[config.mk]
export PLATFORM = sky130hd
export DESIGN_NAME = ga_terminator
export DESIGN_NICKNAME = d
export VERILOG_FILES = /design/src/rtl/ga_terminator.sv
export SDC_FILE = /design/constraint.sdc
export NUM_CORES = 1
export LEC_CHECK = 0
export CORE_MARGIN = 8
export CORE_UTILIZATION = 52
export CTS_CLUSTER_SIZE = 28
export DETAILED_ROUTE_END_ITERATION = 8
export PLACE_DENSITY_LB_ADDON = 0.3
export SETUP_SLACK_MARGIN = 0.05
export SLEW_MARGIN = 20
export SYNTH_ARGS = -nofsm -noshare
export SYNTH_HDL_FRONTEND = slang
export SYNTH_SLANG_ARGS = --single-unit
[constraint.sdc]
create_clock -name clk -period 3.8 [get_ports clk]
set_input_delay 0.95 -clock clk [delete_from_list [all_inputs] [get_ports clk]]
set_output_delay 0.95 -clock clk [all_outputs]
set_load 0.005 [all_outputs]
[src/rtl/ga_terminator.sv]
// ga_terminator: watches evaluated chromosome pairs, keeps the best individual seen,
// counts generations and raises a sticky done on the generation limit or on stagnation.
module ga_terminator #(
    parameter int CHROM_W    = 8,
    parameter int FIT_W      = 27,
    parameter int POP_SIZE   = 16,
    parameter int MAX_GENS   = 64,
    parameter int STALL_GENS = 8
) (
    input  logic                    clk,
    input  logic                    reset,
    input  logic                    start,
    input  logic                    in_valid,
    input  logic [CHROM_W-1:0]      in_chrom1,
    input  logic [CHROM_W-1:0]      in_chrom2,
    input  logic signed [FIT_W-1:0] in_fit1,
    input  logic signed [FIT_W-1:0] in_fit2,
    output logic [CHROM_W-1:0]      best,
    output logic signed [FIT_W-1:0] best_fit,
    output logic [15:0]             gen_count,
    output logic                    busy,
    output logic                    done,
    output logic                    stalled
);

    localparam int PAIRS  = POP_SIZE / 2;
    localparam int PAIR_W = (PAIRS > 1) ? $clog2(PAIRS) : 1;
    localparam logic [PAIR_W-1:0]      LAST_PAIR   = PAIR_W'(PAIRS - 1);
    localparam logic [15:0]            MAX_GEN_CNT = 16'(MAX_GENS);
    localparam logic [15:0]            STALL_LIMIT = 16'(STALL_GENS);
    localparam logic signed [FIT_W-1:0] FIT_MIN    = {1'b1, {(FIT_W-1){1'b0}}};

    typedef enum logic [1:0] {
        S_IDLE,
        S_RUN,
        S_DONE
    } state_t;

    // Signed "strictly better" test; ties never win.
    function automatic logic fit_greater(input logic signed [FIT_W-1:0] a,
                                         input logic signed [FIT_W-1:0] b);
        return a > b;
    endfunction

    state_t                  state;
    logic [PAIR_W-1:0]       pair_cnt;
    logic [15:0]             stall_cnt;
    logic                    improved;

    logic                    pick2_p0;
    logic [CHROM_W-1:0]      cand_chrom_p0;
    logic signed [FIT_W-1:0] cand_fit_p0;
    logic                    accept_p0;
    logic                    better_p0;
    logic                    last_pair_p0;
    logic                    gen_improved_p0;
    logic [15:0]             stall_next_p0;
    logic [15:0]             gen_next_p0;
    logic                    hit_max_p0;
    logic                    hit_stall_p0;

    // Stage p0: pick the pair winner and pre-compute the generation-boundary decision.
    always_comb begin
        pick2_p0        = fit_greater(in_fit2, in_fit1);
        cand_chrom_p0   = pick2_p0 ? in_chrom2 : in_chrom1;
        cand_fit_p0     = pick2_p0 ? in_fit2 : in_fit1;
        accept_p0       = (state == S_RUN) && in_valid && !start;
        better_p0       = fit_greater(cand_fit_p0, best_fit);
        last_pair_p0    = (pair_cnt == LAST_PAIR);
        gen_improved_p0 = improved || better_p0;
        stall_next_p0   = gen_improved_p0 ? 16'd0 : stall_cnt + 16'd1;
        gen_next_p0     = gen_count + 16'd1;
        hit_max_p0      = (gen_next_p0 == MAX_GEN_CNT);
        hit_stall_p0    = (stall_next_p0 == STALL_LIMIT);
    end

    // Stage p1: tracker, generation counter and FSM with registered status outputs.
    always_ff @(posedge clk or negedge reset) begin
        if (!reset) begin
            state     <= S_IDLE;
            best      <= '0;
            best_fit  <= FIT_MIN;
            gen_count <= '0;
            pair_cnt  <= '0;
            stall_cnt <= '0;
            improved  <= 1'b0;
            busy      <= 1'b0;
            done      <= 1'b0;
            stalled   <= 1'b0;
        end else if (start) begin
            state     <= S_RUN;
            best      <= '0;
            best_fit  <= FIT_MIN;
            gen_count <= '0;
            pair_cnt  <= '0;
            stall_cnt <= '0;
            improved  <= 1'b0;
            busy      <= 1'b1;
            done      <= 1'b0;
            stalled   <= 1'b0;
        end else if (accept_p0) begin
            if (better_p0) begin
                best     <= cand_chrom_p0;
                best_fit <= cand_fit_p0;
            end
            if (last_pair_p0) begin
                pair_cnt  <= '0;
                gen_count <= gen_next_p0;
                improved  <= 1'b0;
                stall_cnt <= stall_next_p0;
                // The generation limit outranks stagnation when both land on one edge.
                if (hit_max_p0 || hit_stall_p0) begin
                    state   <= S_DONE;
                    busy    <= 1'b0;
                    done    <= 1'b1;
                    stalled <= hit_stall_p0 && !hit_max_p0;
                end
            end else begin
                pair_cnt <= pair_cnt + PAIR_W'(1);
                improved <= gen_improved_p0;
            end
        end
    end

endmodule

==> results_dict.tcl, run 1 <==
set metrics [dict create \
    crit_path_end_kind "flip-flop" \
    drv_slew 0 \
    cp_cell_sequence "buf_2 > inv_2 > ha_4 > nand3_4 > nor3_2 > a22oi_1 > nand3b_1 > a41oi_4 > mux2i_4 > buf_6 > mux2_4 > ha_4 > nand4_1 > buf_4 > buf_4 > nor3_2 > a21oi_2 > nand3_2 > buf_4 > nor3_2 > or3_4 > or4_1 > o21ai_1" \
    hpwl_um 12600 \
    startpoint_type "input pin" \
    cp.required_ns 4.10 \
    hold_class "flip-flop to flip-flop" \
    area_growth_pct 59.1 \
    p_total_mw 4.10 \
    dieArea_mm2 0.0144 \
    dr.pass1.iters 5 \
    track_usage_pct 26.0 \
    gp_congestion 0.878 \
    drc 0 \
    wl_um 23500 \
    fin_hold_ws_ns 0.558 \
    p_leak_nw 3.87 \
    initialDrtViolationCount 655 \
    synth.distinct_cells 64 \
    yosys_warnings 0 \
    met2WireLength_um 11500 \
    cpPeakStageDelay_ns 0.52 \
    wirelength_met1_um 8700 \
    tightest_slew_ns 1.03 \
    grt_max_degree 75 \
    slowest_stage "or4_1" \
    maxCapViolCount 0 \
    start_util_pct 52.6 \
    cts_made_buffers 9 \
    syn_area_per_cell_um2 8.99 \
    wl_met3_um 2070 \
    clkLatencyLatePin_ns 0.38 \
    placementRows 38 \
    mostFrequentLayoutCell "dfrtp_1" \
    layout-drive-gt1-share_pct 39.4 \
    path_class "input pin to flip-flop" \
    nNetsFinal 955 \
    vias 6393 \
    synth_edf_count 0 \
    ys.flop_type "dfrtp_1" \
    grt_pass1_wl_um 30500 \
    fmax_mhz 185 \
    cts_tree "built" \
    power.density_mw_per_mm2 458 \
    netlist_area_mm2 0.00563 \
    synthArstFlopShare_pct 100 \
    highest_layer "met4" \
    finClkSkew_ns 0.0188 \
    port_buffers 127 \
    hold_violations 0 \
    clk_pin_slew_ns 0.09 \
    yosysSeqAreaShare_pct 32.9 \
    die_y_um 120 \
    viasPerCell 6.58 \
    path_max_fanout 7 \
    final-setup-viol-count 55 \
    arrival_ns 5.70 \
    vdd_drop_max_mv 0.305 \
    failed_checks "negative setup slack" \
    antenna_found_initial 3 \
    ant_nets 0 \
    mostFrequentLayoutCells "dfrtp_1 (73), clkdlybuf4s50_1 (72), buf_4 (64)" \
    min_period_over_period_pct 142 \
    status "complete, but fails checks" \
    wl_per_cell_um 24.2 \
    slew_headroom_pct 31.5 \
    core_area_mm2 0.0107 \
    tns_ns -82.49 \
    clock_path_buffers 2 \
    cts_sinks 74 \
    syn_inst 626 \
    cts-root-buf "clkbuf_8" \
    die_x_um 120 \
    period_needed_ns 5.40 \
    first_global_vias 6083 \
    synth_fp_nets 758 \
    layout_setup_ws_ns -1.60 \
    final_util_pct 83.7 \
    overflow 0 \
    rsz0062_at_grt "true" \
    synth_seq_cells 74 \
    io_pins 128 \
    yosysTopAreaCell "dfrtp_1" \
    synth_top_area_share_pct 32.5 \
    synth_area_leaders "dfrtp_1 (32%), ha_1 (13%), mux2_4 (5.6%)" \
    htree_levels 3 \
]
## synth_stat cells, types with 7 or more instances
| library cell | n |
|---|---|
| a211oi_1 | 9 |
| a21oi_1 | 31 |
| and3_1 | 7 |
| clkbuf_1 | 21 |
| dfrtp_1 | 73 |
| ha_1 | 58 |
| inv_1 | 65 |
| mux2_4 | 21 |
| mux2i_1 | 12 |
| nand2_1 | 39 |
| nand3_1 | 21 |
| nand4_1 | 12 |
| nor2_1 | 52 |
| nor3_1 | 15 |
| o21ai_0 | 54 |
| o311a_1 | 26 |
| or3_1 | 7 |
| xor2_1 | 10 |
## layer usage
layer,vias to the layer above,track usage (%)
li1,2694,-
met1,3136,29.6
met2,443,46.0
met3,120,5.50
met4,0,11.5
met5,-,0
## power breakdown
part | internal [mW] | switching (mW) | total (mW)
registers | 0.899 | 0.0971 | 0.996
logic | 1.21 | 1.16 | 2.37
clock network | 0.377 | 0.364 | 0.741
## sequential cells by signal, summed over array words and instances, names as in the netlist
name and cells:
best 8, best_fit 27, done 1, gen_count 16, improved 1, pair_cnt 3
stall_cnt 16, stalled 1, state 1
## stage by stage
stage / worst slack (ns) / instance area, um^2 / cells
after floorplan: -1.11 / 5850 / 626
after global placement: -1.89 / 7610 / 917
after detailed placement: -2.03 / 7610 / 917
after CTS: -1.15 / 8340 / 949
after global routing: -1.63 / 8950 / 971
final: -1.60 / 8950 / 971
## path summary, 6_finish.rpt
kind | from | end | slack, ns | depth (start not counted)
min | stall_cnt[0]$_DFFE_PN0P_ | stall_cnt[0]$_DFFE_PN0P_ | 0.56 | 1
max reg2reg | best_fit[26]$_DFFE_PN1P_ | stall_cnt[11]$_DFFE_PN0P_ | 0.57 | 13
max in group asynchronous | reset | best[6]$_DFFE_PN0P_ | 2.39 | 1
min in group asynchronous | reset | best[7]$_DFFE_PN0P_ | 0.72 | 1
min reg2reg | stall_cnt[0]$_DFFE_PN0P_ | stall_cnt[0]$_DFFE_PN0P_ | 0.56 | 1
max | in_fit1[26] | stall_cnt[11]$_DFFE_PN0P_ | -1.60 | 23
## cell families after synthesis
group | count (synthesis) | synth area share [%]
fa+ha+maj | 58 | 12.9
mux | 39 | 9.14
simple gates | 187 | 16.6
xor+xnor | 15 | 2.33
compound gates | 160 | 19.5
flops | 74 | 32.9
buf+inv | 93 | 6.65
## area by class of cell
class	count	area, um^2
Clock inverter	7	100
Multi-Input combinational cell	459	4410
Sequential cell	74	1850
Fill cell	531	1750
Clock buffer	9	124
Inverter	66	265
Tap cell	140	175
Timing Repair Buffer	213	2020
Antenna cell	3	7.51
## critical path: cells and delay by family
family | cells | cell delay (ns)
and+or+nand+nor | 9 | 1.87
muxes | 2 | 0.69
AOI/OAI and AO/OA | 4 | 0.74
buffers and inverters | 6 | 0.88
adders and majority gates | 2 | 0.53
## repair_timing
action | CTS | global route
setup buffers | 16 | 17
pin swaps | 68 | 49
gates cloned | 1 | 6
resized for setup | 294 | 109
endpoints found under the setup margin | 55 | 55
hold buffers | 0 | 0
(Power assumes the default switching activity.)
==> inputs of run 2 (changes only) <==
Settings changed: CAP_MARGIN set to 20, CORE_MARGIN 8 to 2, SKIP_CTS_REPAIR_TIMING set to 1.
==> run 2 against run 1 <==
Against the previous run: the flow still finishes with violations (negative setup slack); combinational power decreased by 23%; setup slack improved by 0.017 ns; wire length decreased by 17%; critical path depth unchanged; total power decreased by 14%; critical path type unchanged; critical endpoint unchanged; largest power group unchanged; highest routed layer unchanged.
==> results_dict.tcl, run 2 (synthesis gave the netlist of run 1 again) <==
set metrics [dict create \
    cts_tree "built" \
    tns_ns -77.85 \
    gp_congestion 0.897 \
    start_util_pct 54.0 \
    placementRows 37 \
    place_ws_ns -2.17 \
    nNetsFinal 936 \
    instances_no_fill 945 \
    grt_pass1_wl_um 26100 \
    vdd_drop_max_mv 0.275 \
    fmax_mhz 186 \
    slowest_stage "or4_1" \
    wl_per_cell_um 20.7 \
    cts-root-buf "clkbuf_8" \
    first_global_vias 5611 \
    mostFrequentLayoutCells "dfrtp_1 (73), clkdlybuf4s50_1 (72), buf_4 (59)" \
    cts_made_buffers 9 \
    rsz0062_at_grt "true" \
    hpwl_um 12100 \
    largest_reg_flops 27 \
    startpoint_type "input pin" \
    failed_checks "negative setup slack" \
    wl_um 19600 \
    path_class "input pin to flip-flop" \
    area_growth_pct 49.8 \
    mostFrequentLayoutCell "dfrtp_1" \
    vias 5964 \
    clock_path_buffers 2 \
    drc 0 \
    dieArea_mm2 0.0117 \
    htree_levels 3 \
    arrival_ns 5.68 \
    initialDrtViolationCount 507 \
    crit_path_end_kind "flip-flop" \
    cpPeakStageDelay_ns 0.50 \
    clkLatencyLatePin_ns 0.37 \
    die_y_um 108 \
    clk_pin_slew_ns 0.09 \
    internal_power_mw 2.18 \
    slew_headroom_pct 33.9 \
    comb_power_share_pct 51.7 \
    dr.pass1.iters 5 \
    reg.largest.list "best_fit x27, gen_count x16, stall_cnt x16" \
    layout-drive-gt1-share_pct 30.0 \
    drv_slew 0 \
    status "complete, but fails checks" \
    final-setup-viol-count 55 \
    insertedDiodeCount 0 \
    tightest_slew_ns 0.992 \
    fin_hold_ws_ns 0.513 \
    cp_common_cell "buf_4" \
    pwr-share-clk_pct 20.3 \
    p_leak_nw 3.89 \
    hp-start "stall_cnt[0]$_DFFE_PN0P_" \
    cp-startpoint "in_fit1[15]" \
    grt_max_degree 75 \
    p_seq_share_pct 28.0 \
    r2r-start "best_fit[26]$_DFFE_PN1P_" \
    finClkSkew_ns 0.0178 \
    power_switching_share_pct 38.1 \
    cp_cell_sequence "buf_6 > inv_1 > ha_4 > nand4_1 > buf_4 > buf_4 > nor3_1 > nand3_1 > nand2_1 > mux2i_4 > buf_6 > buf_12 > mux2_4 > ha_1 > nand4_1 > nor4_2 > and4_1 > buf_4 > nand2_2 > o211a_4 > or3_4 > or4_1 > o21ai_1" \
    antenna_found_initial 0 \
    overflow 0 \
    core_area_mm2 0.0104 \
    maxCapViolCount 0 \
    placed_cells 918 \
    ant_nets 0 \
    viasPerCell 6.31 \
    port_buffers 127 \
    hold_violations 0 \
    regMostFlops "best_fit" \
    power.density_mw_per_mm2 417 \
    layout_setup_ws_ns -1.58 \
    die_x_um 108 \
    hold_class "flip-flop to flip-flop" \
    period_needed_ns 5.38 \
    track_usage_pct 27.9 \
    path_max_fanout 8 \
    io_pins 128 \
    cts_sinks 74 \
    switching_power_mw 1.34 \
    cp.required_ns 4.10 \
    min_period_over_period_pct 142 \
]
-- run 2: changes by cell type in the layout (fill, tap and decap cells not counted), sizes merged --
cell | previous run | this run
inv | 68 | 66
diode | 3 | 0
clkdlybuf4s15 | 6 | 0
dlymetal6s2s | 0 | 31
clkbuf | 14 | 24
clkinvlp | 0 | 1
buf | 119 | 77
dlygate4sd2 | 11 | 0
-- run 2: worst paths after layout --
check | to | slack, ns | cells past startpoint
worst min register to register | stall_cnt[0]$_DFFE_PN0P_ | 0.51 | 1
worst max register to register | stall_cnt[11]$_DFFE_PN0P_ | 0.67 | 11
worst max-delay path | stall_cnt[11]$_DFFE_PN0P_ | -1.58 | 23
worst min-delay path | stall_cnt[0]$_DFFE_PN0P_ | 0.51 | 1
max in group asynchronous | stall_cnt[3]$_DFFE_PN0P_ | 2.41 | 1
min in group asynchronous | best_fit[7]$_DFFE_PN0P_ | 0.72 | 1
-- run 2: metal layers --
metal  track usage, %  part of all wire [%]  wire (um)
met5                0                     0          0
met4             11.2                   4.5        886
met3             3.50                   7.2       1410
met2             48.4                    51      10000
met1             35.2                    37       7240
-- run 2: critical path: cells and delay by family --
kind	cells	cell delay, ns
AOI/OAI and AO/OA	2	0.26
adders and majority gates	2	0.55
buffers and inverters	7	0.87
muxes	2	0.41
and+or+nand+nor	10	2.65
-- run 2: final cells by class --
type,instances,area [um^2]
repair buffers,194,1830
flip-flops and latches,74,1850
clock buffers,10,128
fillers,585,1990
clock inverters,6,90.1
inverters,66,253
multi-input cells,459,4100
well taps,136,170
-- run 2: stage by stage --
stage          utilization (%)  power, mW  area (um^2)
5_1_grt                   80.9       3.68         8430
3_5_place_dp              72.7       2.49         7580
6_report                  80.9       3.51         8430
4_1_cts                   74.8       3.20         7790
3_3_place_gp              72.7       2.41         7580
2_1_floorplan                -       1.83         5850
-- run 2: power by group through the flow --
stage               Sequential, mW  Clock, mW  Combinational, mW
floorplan                    0.982          0              0.851
global placement             0.981          0               1.43
detailed placement           0.986          0               1.50
CTS                          0.971      0.708               1.52
global route                 0.990      0.755               1.93
finish                       0.982      0.714               1.82
